[src/rtl/digilock_pkg.sv]
// Shared types and constants for the DigiLock core: FSM states, keypad/BCD widths,
// and the one-hot validity helper used by the keypad front end.
package digilock_pkg;

  localparam int DIGIT_W = 4;
  localparam int KEY_W   = 10;

  typedef enum logic [2:0] {
    ST_IDLE,
    ST_ENTRY,
    ST_CHECK,
    ST_OPEN,
    ST_LOCKOUT
  } state_t;

  function automatic logic onehot_valid(input logic [KEY_W-1:0] v);
    return ($countones(v) == 1);
  endfunction

endpackage

[src/rtl/digilock_key_encoder.sv]
// Keypad front end: registers the raw keypad, emits a one-cycle press strobe on a clean
// 0 -> one-hot transition (held or multi-hot keys give nothing), with the digit in BCD.
module digilock_key_encoder
  import digilock_pkg::*;
(
  input  logic               clock,
  input  logic               reset,
  input  logic [KEY_W-1:0]   codificador,
  output logic               press_vld,
  output logic [DIGIT_W-1:0] press_dat
);

  logic [KEY_W-1:0] key_q, key_d;
  logic [KEY_W-1:0] prev_q, prev_d;

  always_comb begin
    key_d  = codificador;
    prev_d = key_q;
  end

  always_ff @(posedge clock or posedge reset) begin
    if (reset) begin
      key_q  <= '0;
      prev_q <= '0;
    end else begin
      key_q  <= key_d;
      prev_q <= prev_d;
    end
  end

  always_comb begin
    press_vld = onehot_valid(key_q) && (prev_q == '0);
    press_dat = '0;
    for (int k = 0; k < KEY_W; k++) begin
      if (key_q[k]) press_dat = DIGIT_W'(k);
    end
  end

endmodule

[src/rtl/digilock_param.sv]
// DigiLock core: collects N_DIGITS key presses, then programs or verifies the code, drives
// the timed unlock window and the failure lockout. All outputs are registered.
module digilock_param
  import digilock_pkg::*;
#(
  parameter int N_DIGITS    = 4,
  parameter int MAX_TRIES   = 3,
  parameter int OPEN_CYCLES = 20,
  parameter int LOCK_CYCLES = 100
) (
  input  logic                          clock,
  input  logic                          reset,
  input  logic [KEY_W-1:0]              codificador,
  input  logic                          modo,
  output logic                          fechadura,
  output logic                          comparador,
  output logic                          erro,
  output logic                          bloqueado,
  output logic [$clog2(N_DIGITS+1)-1:0] contagem,
  output logic [3:0]                    falhas
);

  localparam int CNT_W   = $clog2(N_DIGITS + 1);
  localparam int BUF_W   = N_DIGITS * DIGIT_W;
  localparam int TMR_MAX = (OPEN_CYCLES > LOCK_CYCLES) ? OPEN_CYCLES : LOCK_CYCLES;
  localparam int TMR_W   = (TMR_MAX > 1) ? $clog2(TMR_MAX) : 1;
  localparam logic [TMR_W-1:0] OPEN_LOAD = TMR_W'(OPEN_CYCLES - 1);
  localparam logic [TMR_W-1:0] LOCK_LOAD = TMR_W'(LOCK_CYCLES - 1);
  localparam logic [3:0]       FAL_MAX   = 4'(MAX_TRIES);
  localparam logic [CNT_W-1:0] LAST_CNT  = CNT_W'(N_DIGITS - 1);

  logic               press_vld;
  logic [DIGIT_W-1:0] press_dat;

  digilock_key_encoder u_key_encoder (
    .clock       (clock),
    .reset       (reset),
    .codificador (codificador),
    .press_vld   (press_vld),
    .press_dat   (press_dat)
  );

  state_t             state_q, state_d;
  logic [BUF_W-1:0]   buf_q, buf_d;
  logic [BUF_W-1:0]   code_q, code_d;
  logic [CNT_W-1:0]   cnt_q, cnt_d;
  logic [3:0]         fal_q, fal_d;
  logic [TMR_W-1:0]   tmr_q, tmr_d;
  logic               modo_q, modo_d;
  logic               cmp_q, cmp_d;
  logic               err_q, err_d;
  logic               open_q, open_d;
  logic               blk_q, blk_d;

  logic [BUF_W-1:0]   buf_shift;
  logic [3:0]         fal_inc;

  // Digits enter at the low nibble so the first one ends up as the MSD.
  assign buf_shift = (buf_q << DIGIT_W) | BUF_W'(press_dat);
  assign fal_inc   = (fal_q >= FAL_MAX) ? FAL_MAX : fal_q + 4'd1;

  always_comb begin
    state_d = state_q;
    buf_d   = buf_q;
    code_d  = code_q;
    cnt_d   = cnt_q;
    fal_d   = fal_q;
    tmr_d   = tmr_q;
    modo_d  = modo;
    cmp_d   = 1'b0;
    err_d   = 1'b0;

    case (state_q)
      ST_IDLE: begin
        if (press_vld) begin
          buf_d   = buf_shift;
          cnt_d   = CNT_W'(1);
          state_d = (N_DIGITS == 1) ? ST_CHECK : ST_ENTRY;
        end
      end

      ST_ENTRY: begin
        // A mode flip mid-sequence discards the partial entry.
        if (modo != modo_q) begin
          buf_d   = '0;
          cnt_d   = '0;
          state_d = ST_IDLE;
        end else if (press_vld) begin
          buf_d = buf_shift;
          cnt_d = cnt_q + CNT_W'(1);
          if (cnt_q == LAST_CNT) state_d = ST_CHECK;
        end
      end

      ST_CHECK: begin
        buf_d = '0;
        cnt_d = '0;
        if (modo) begin
          code_d  = buf_q;
          state_d = ST_IDLE;
        end else if (buf_q == code_q) begin
          cmp_d   = 1'b1;
          fal_d   = '0;
          tmr_d   = OPEN_LOAD;
          state_d = ST_OPEN;
        end else begin
          err_d = 1'b1;
          fal_d = fal_inc;
          if (fal_inc == FAL_MAX) begin
            tmr_d   = LOCK_LOAD;
            state_d = ST_LOCKOUT;
          end else begin
            state_d = ST_IDLE;
          end
        end
      end

      ST_OPEN: begin
        if (tmr_q == '0) state_d = ST_IDLE;
        else             tmr_d   = tmr_q - TMR_W'(1);
      end

      ST_LOCKOUT: begin
        if (tmr_q == '0) begin
          fal_d   = '0;
          state_d = ST_IDLE;
        end else begin
          tmr_d = tmr_q - TMR_W'(1);
        end
      end

      default: state_d = ST_IDLE;
    endcase

    open_d = (state_d == ST_OPEN);
    blk_d  = (state_d == ST_LOCKOUT);
  end

  always_ff @(posedge clock or posedge reset) begin
    if (reset) begin
      state_q <= ST_IDLE;
      buf_q   <= '0;
      code_q  <= '0;
      cnt_q   <= '0;
      fal_q   <= '0;
      tmr_q   <= '0;
      modo_q  <= 1'b0;
      cmp_q   <= 1'b0;
      err_q   <= 1'b0;
      open_q  <= 1'b0;
      blk_q   <= 1'b0;
    end else begin
      state_q <= state_d;
      buf_q   <= buf_d;
      code_q  <= code_d;
      cnt_q   <= cnt_d;
      fal_q   <= fal_d;
      tmr_q   <= tmr_d;
      modo_q  <= modo_d;
      cmp_q   <= cmp_d;
      err_q   <= err_d;
      open_q  <= open_d;
      blk_q   <= blk_d;
    end
  end

  assign fechadura  = open_q;
  assign comparador = cmp_q;
  assign erro       = err_q;
  assign bloqueado  = blk_q;
  assign contagem   = cnt_q;
  assign falhas     = fal_q;

endmodule

[config.mk]
export PLATFORM = sky130hd
export DESIGN_NAME = digilock_param
export DESIGN_NICKNAME = d
export VERILOG_FILES = /design/src/rtl/digilock_pkg.sv /design/src/rtl/digilock_key_encoder.sv /design/src/rtl/digilock_param.sv
export SDC_FILE = /design/constraint.sdc
export NUM_CORES = 1
export LEC_CHECK = 0
export BUFFER_PORTS_ARGS = -buffer_cell sky130_fd_sc_hd__buf_4
export CAP_MARGIN = 20
export CELL_PAD_IN_SITES_DETAIL_PLACEMENT = 1
export CELL_PAD_IN_SITES_GLOBAL_PLACEMENT = 1
export CORE_ASPECT_RATIO = 0.6
export CORE_MARGIN = 4
export CORE_UTILIZATION = 49
export DETAILED_ROUTE_END_ITERATION = 6
export GPL_TIMING_DRIVEN = 1
export PLACE_DENSITY_LB_ADDON = 0.08
export REMOVE_ABC_BUFFERS = 1
export SLEW_MARGIN = 30
export SYNTH_ARGS = -nofsm -noshare
export SYNTH_HDL_FRONTEND = slang
export SYNTH_SLANG_ARGS = --single-unit
export TNS_END_PERCENT = 100
[constraint.sdc]
create_clock -name clock -period 4.4 [get_ports clock]
set_input_delay 0.44 -clock clock [delete_from_list [all_inputs] [get_ports clock]]
set_output_delay 0.44 -clock clock [all_outputs]
set_load 0.01 [all_outputs]
; Word-level counts from Yosys, hierarchy flattened
; Index checks and enable logic that the tools add are counted.
[totals]
ff_bits = 74
latchBits = 0
ramBits = 0
rom_bits = 0
elab_cells = 97
n_memories = 0
[op_classes]
n_addsub = 12
mul = 0
div_mod_pow = 0
n_lt_le_gt_ge = 1
eq_ne = 17
shifts = 0
muxes = 41
bitwise_logic = 1
reduce_logical = 12
[ops]
columns = operator, count
row1 = adder 32 bit, 4
row2 = one-hot mux 16 bit (3 select lines), 1
row3 = two-way mux 3 bit, 15
row4 = equality test 32 x 2 -> 1 bit (second input constant), 1
row5 = two-way mux 16 bit, 2
row6 = two-way mux 7 bit, 4
row7 = two-way mux 4 bit, 6
row8 = equality test 16 bit, 1
row9 = OR 16 x 4 -> 16 bit, 1
row10 = one-hot mux 7 bit (2 select lines), 1
row11 = equality test 3 x 2 -> 1 bit (second input constant), 4
row12 = one-hot mux 3 bit (4 select lines), 1
row13 = adder 1 x 1 -> 2 bit, 5
row14 = zero test 10 bit, 1
row15 = one-hot mux 3 bit (3 select lines), 1
row16 = != test 2 bit (second input constant), 4
row17 = one-hot mux 4 bit (2 select lines), 1
row18 = zero test 7 bit, 1
row19 = two-way mux 1 bit, 7
row20 = subtractor 7 x 1 -> 7 bit (second input constant), 1
row21 = equality test 3 bit (second input constant), 2
row22 = != test 3 bit (second input constant), 2
row23 = AND reduction 3 bit, 2
row24 = adder 4 x 1 -> 4 bit (second input constant), 1
row25 = 13 further kinds, 15

; Longest topological paths before layout
[logic_depth]
ltp_word = 13
mapped_depth = 15
ltp_nobuf = 14

; Cells and area by module
; A second synthesis with hierarchy kept.
[hier_totals]
cells_unflattened = 306
hier_area_um2 = 3455.8
[by_module_without_submodules]
columns = mod, n_inst, cells_per_inst, area_each_um2
row1 = digilock_param, 1, 244, 2605.0
row2 = digilock_key_encoder, 1, 62, 850.8

; Worst setup path before layout
; OpenSTA, ideal clock, no wires.
[synth_path]
kind = register to register
from = reg u_key_encoder.key_q[2]
to = reg buf_q[10]
setup_time_ns = 0.133
arrival_ns = 3.494
required_time_ns = 4.267
slack_ns = 0.773
path_stages_with_launch = 16
path_buffers = 1
period_less_slack_ns = 3.627
cell_sequence = dfrtp_1 inv_1 ha_1 inv_1 fa_1 fa_1 inv_1 fa_1 inv_1 fa_1 a211oi_1 o2111ai_1 nor4b_4 buf_6 mux2i_1 nor2_1
[synth_between]
elab_chain_cells = 9
[synth_lines]
columns = item, line_no
row1 = from (decl), digilock_key_encoder.sv:13  ; logic [KEY_W-1:0] key_q, key_d;
row2 = from (signal assigned), digilock_key_encoder.sv:26  ; key_q <= key_d;
row3 = adder 1 x 1 -> 2 bit (not written as such) *, digilock_pkg.sv:17  ; return ($countones(v) == 1);
row4 = adder 32 bit (not written as such) * (3 in series), digilock_pkg.sv:17
row5 = equality test 32 x 2 -> 1 bit *, digilock_pkg.sv:17
row6 = logical AND 1 bit *, digilock_key_encoder.sv:32  ; press_vld = onehot_valid(key_q) && (prev_q == '0);
row7 = two-way mux 16 bit *, -
row8 = two-way mux 16 bit, -
row9 = one-hot mux 16 bit (3 select lines) *, -
row10 = to (signal assigned), digilock_param.sv:154  ; buf_q <= buf_d;
row11 = to (decl), digilock_param.sv:44  ; logic [BUF_W-1:0] buf_q, buf_d;
; Mark *: on every way between the ends. The rest lies on a longest branch, timed or not.
; A chain may end at the register's enable or synchronous reset.

; Final worst setup path
[layout_path]
from = reg u_key_encoder.key_q[2]
to = reg buf_q[2]
; Same word-level chain as after synthesis.

==> flow_summary.yaml <==
synthesis:
  synth_fa_ha_area_frac: 0.08158
  synth-simple-area-share: 0.1296
  synth_xor_area_frac: 0.04355
  synth_enable_flop_cells: 0
  yosysWarnings: 0
  async_flop_share: 1.000
  syn_area_per_cell_um2: 11.75
  ys_ff_latch: 74
  synthFlopType: "dfrtp_1"
  synth_compound_area_frac: 0.08607
  seq_area_frac_synth: 0.5116
  synth_top_family_by_area: "simple AND/OR/NAND/NOR gates"
  netlist_area_um2: 3620
  synthMuxAreaShare: 0.1037
  netlist_instances: 308
  synth.distinct_cells: 54
worst_setup_path:
  cp.arrival_ns: 4.29
  endpoint_kind: "flop"
  path_max_fanout: 21
  path_class: "reg2reg"
  startpoint_type: "flop"
  required_ns: 4.59
routing:
  dr_total_vias: 2379
  drc: 0
  routedWlPerCell_um: 18.53
  detail-route-antenna-nets: 0
  drt_iter0_markers: 170
  first_pass_iters: 5
  totalWireLength_mm: 7.893
  vias_per_cell: 5.585
sta:
  rsz0062_at_grt: "no"
  max_freq_mhz: 243.7
  drv_slew: 0
  tightest_slew_ns: 0.8528
  maxSlewHeadroom: 0.4294
  final-setup-viol-count: 0
  worst_hold_slack_ns: 0.2066
  fin_worst_skew_ns: 0.003398
  fin_crit_ns: 4.103
  fin_crit_sh: 0.9325
  final.setup.tns_ns: 0
  hold_violations: 0
global_route:
  grt-busiest-layer: "met2"
  grt_use_met2: 0.3119
  met1_usage: 0.2751
  grt_pass1_vias: 2587
  grt_antenna_before_repair: 0
  grt_pass1_wl_mm: 13.50
  grt_max_degree: 46
  grt_usage: 0.2030
  overflow: 0
  globalRouteMet3Util: 0.05699
placement:
  place_area_um2: 3857
  portBuffers: 23
  hpwl_mm: 5.601
  gp_congestion: 0.7026
  dpl.cell_count: 410
clock_network:
  cts_resized: 0
  clk_latency_ns: 0.34
  clk_pin_slew_ns: 0.05
  cts.sinks: 74
  cts-root-buf: "clkbuf_16"
  cts.path.max_buffers: 2
  ctsHoldBuffers: 0
  htree_levels: 3
  cts_buffers: 9
  cts_setup_buffers: 0
  cts_tree: "done"
power_and_ir_drop:
  ir_worst_vdd_mv: 0.2717
  p_total_mw: 1.552
  power_density_nw_per_um2: 373.4
  power.leakage_nw: 2.109
worst_hold_path:
  min_path_type: "in2reg"
floorplanning:
  die_area_um2: 8871
  chipWidth_um: 119.0
  chipHeight_um: 74.58
  core-area_um2: 6907
  ios: 24
  row_count: 23
  initial_utilization: 0.5241
finish:
  fin_cells: 426
  fill_cells: 716
  fin_area_um2: 4158
  diodes: 0
  drive_above_1_share: 0.2006
  layout.nets: 367
  area_growth_pct: 14.86
job:
  drv_cap: 0
run_status:
  status: "complete, no violations"
-- layer usage --
metal	routed length, um	vias to the layer above	part of all wire
li1	-	1113	-
met1	3840	1211	0.49
met2	3577	44	0.45
met3	332	11	0.042
met4	142	0	0.018
met5	0	-	0
-- synthesized netlist by cell type, types with 6 or more instances --
cell type   n  area share
dfrtp_1    74        0.51
fa_1        6       0.033
ha_1       14       0.048
inv_1      26       0.027
mux2_2     16       0.050
mux2i_1    18       0.050
nand3_1     6      0.0083
nor2_1     32       0.033
o21ai_0     9       0.012
xor2_1     17       0.041
-- registers in the layout, summed over array words and instances, names as in the netlist --
signal                flops
buf_q                    16
code_q                   16
u_key_encoder.key_q      10
u_key_encoder.prev_q     10
tmr_q                     7
falhas                    4
contagem                  3
state_q                   3
bloqueado                 1
comparador                1
erro                      1
fechadura                 1
modo_q                    1
-- cell families after synthesis --
family,after synthesis
AO/OA/AOI/OAI,42
XOR/XNOR,18
adder cells (fa/ha/maj),20
buffers and inverters,36
flip-flops,74
multiplexers,35
AND/OR/NAND/NOR,83
-- layout make-up --
type                       count  area, um^2  area share
multi-input combinational    198        1612      0.3876
clock inverter                 2       35.03    0.008426
tap                           87       108.9     0.02618
timing repair buffer          25       187.7     0.04514
sequential                    74        1852      0.4454
inverter                      26       98.84     0.02377
clock buffer                  14       264.0     0.06350
-- cell usage in the layout, fill, tap and decap left out, drive strengths merged, types with 3 or more instances in the layout --
master,count
a21oi,6
fa,6
mux2,17
nor2b,4
ha,14
clkbuf,14
o32ai,3
a21o,3
nand2b,5
nor3,7
nor2,33
a211oi,3
inv,25
nor4,5
nand2,5
a2bb2oi,3
dfrtp,74
nand3,6
nor4b,4
o21ai,9
xor2,17
a31oi,3
mux2i,18
buf,25
-- where the power goes --
part	internal [mW]	total, mW	switching (mW)	leakage (nW)
Clock	0.469	0.735	0.266	0.147
Combinational	0.0476	0.117	0.0692	0.984
Sequential	0.692	0.701	0.00857	0.978
-- path summary, 6_finish.rpt --
kind,startpoint,end,slack (ns),cells after the start
worst max-delay path,u_key_encoder.key_q[2],buf_q[2],0.30,15
worst max register to register,u_key_encoder.key_q[2],buf_q[2],0.30,15
worst min-delay path,codificador[0],u_key_encoder.key_q[0],0.21,1
max in group asynchronous,reset,buf_q[9],3.29,3
min in group asynchronous,reset,code_q[10],0.23,2
worst min register to register,u_key_encoder.key_q[0],u_key_encoder.prev_q[0],0.39,0
-- metrics by stage --
step | util | worst slack (ns)
2_1_floorplan | - | 0.2417
3_3_place_gp | 0.5582 | 0.4663
3_5_place_dp | 0.5585 | 0.3447
4_1_cts | 0.6018 | 0.2663
5_1_grt | 0.6020 | 0.06632
6_report | 0.6020 | 0.2971
-- critical path, stage by stage (launching register included) --
cell       delay, ns
dfrtp_1         0.40
inv_1           0.07
ha_1            0.30
inv_1           0.07
fa_1            0.52
fa_1            0.42
inv_1           0.08
fa_1            0.20
inv_1           0.06
fa_1            0.38
a211oi_1        0.26
o2111ai_1       0.23
nor4b_4         0.26
buf_4           0.35
mux2i_1         0.27
nor2_1          0.07
Power figures use the tool's default switching activity.
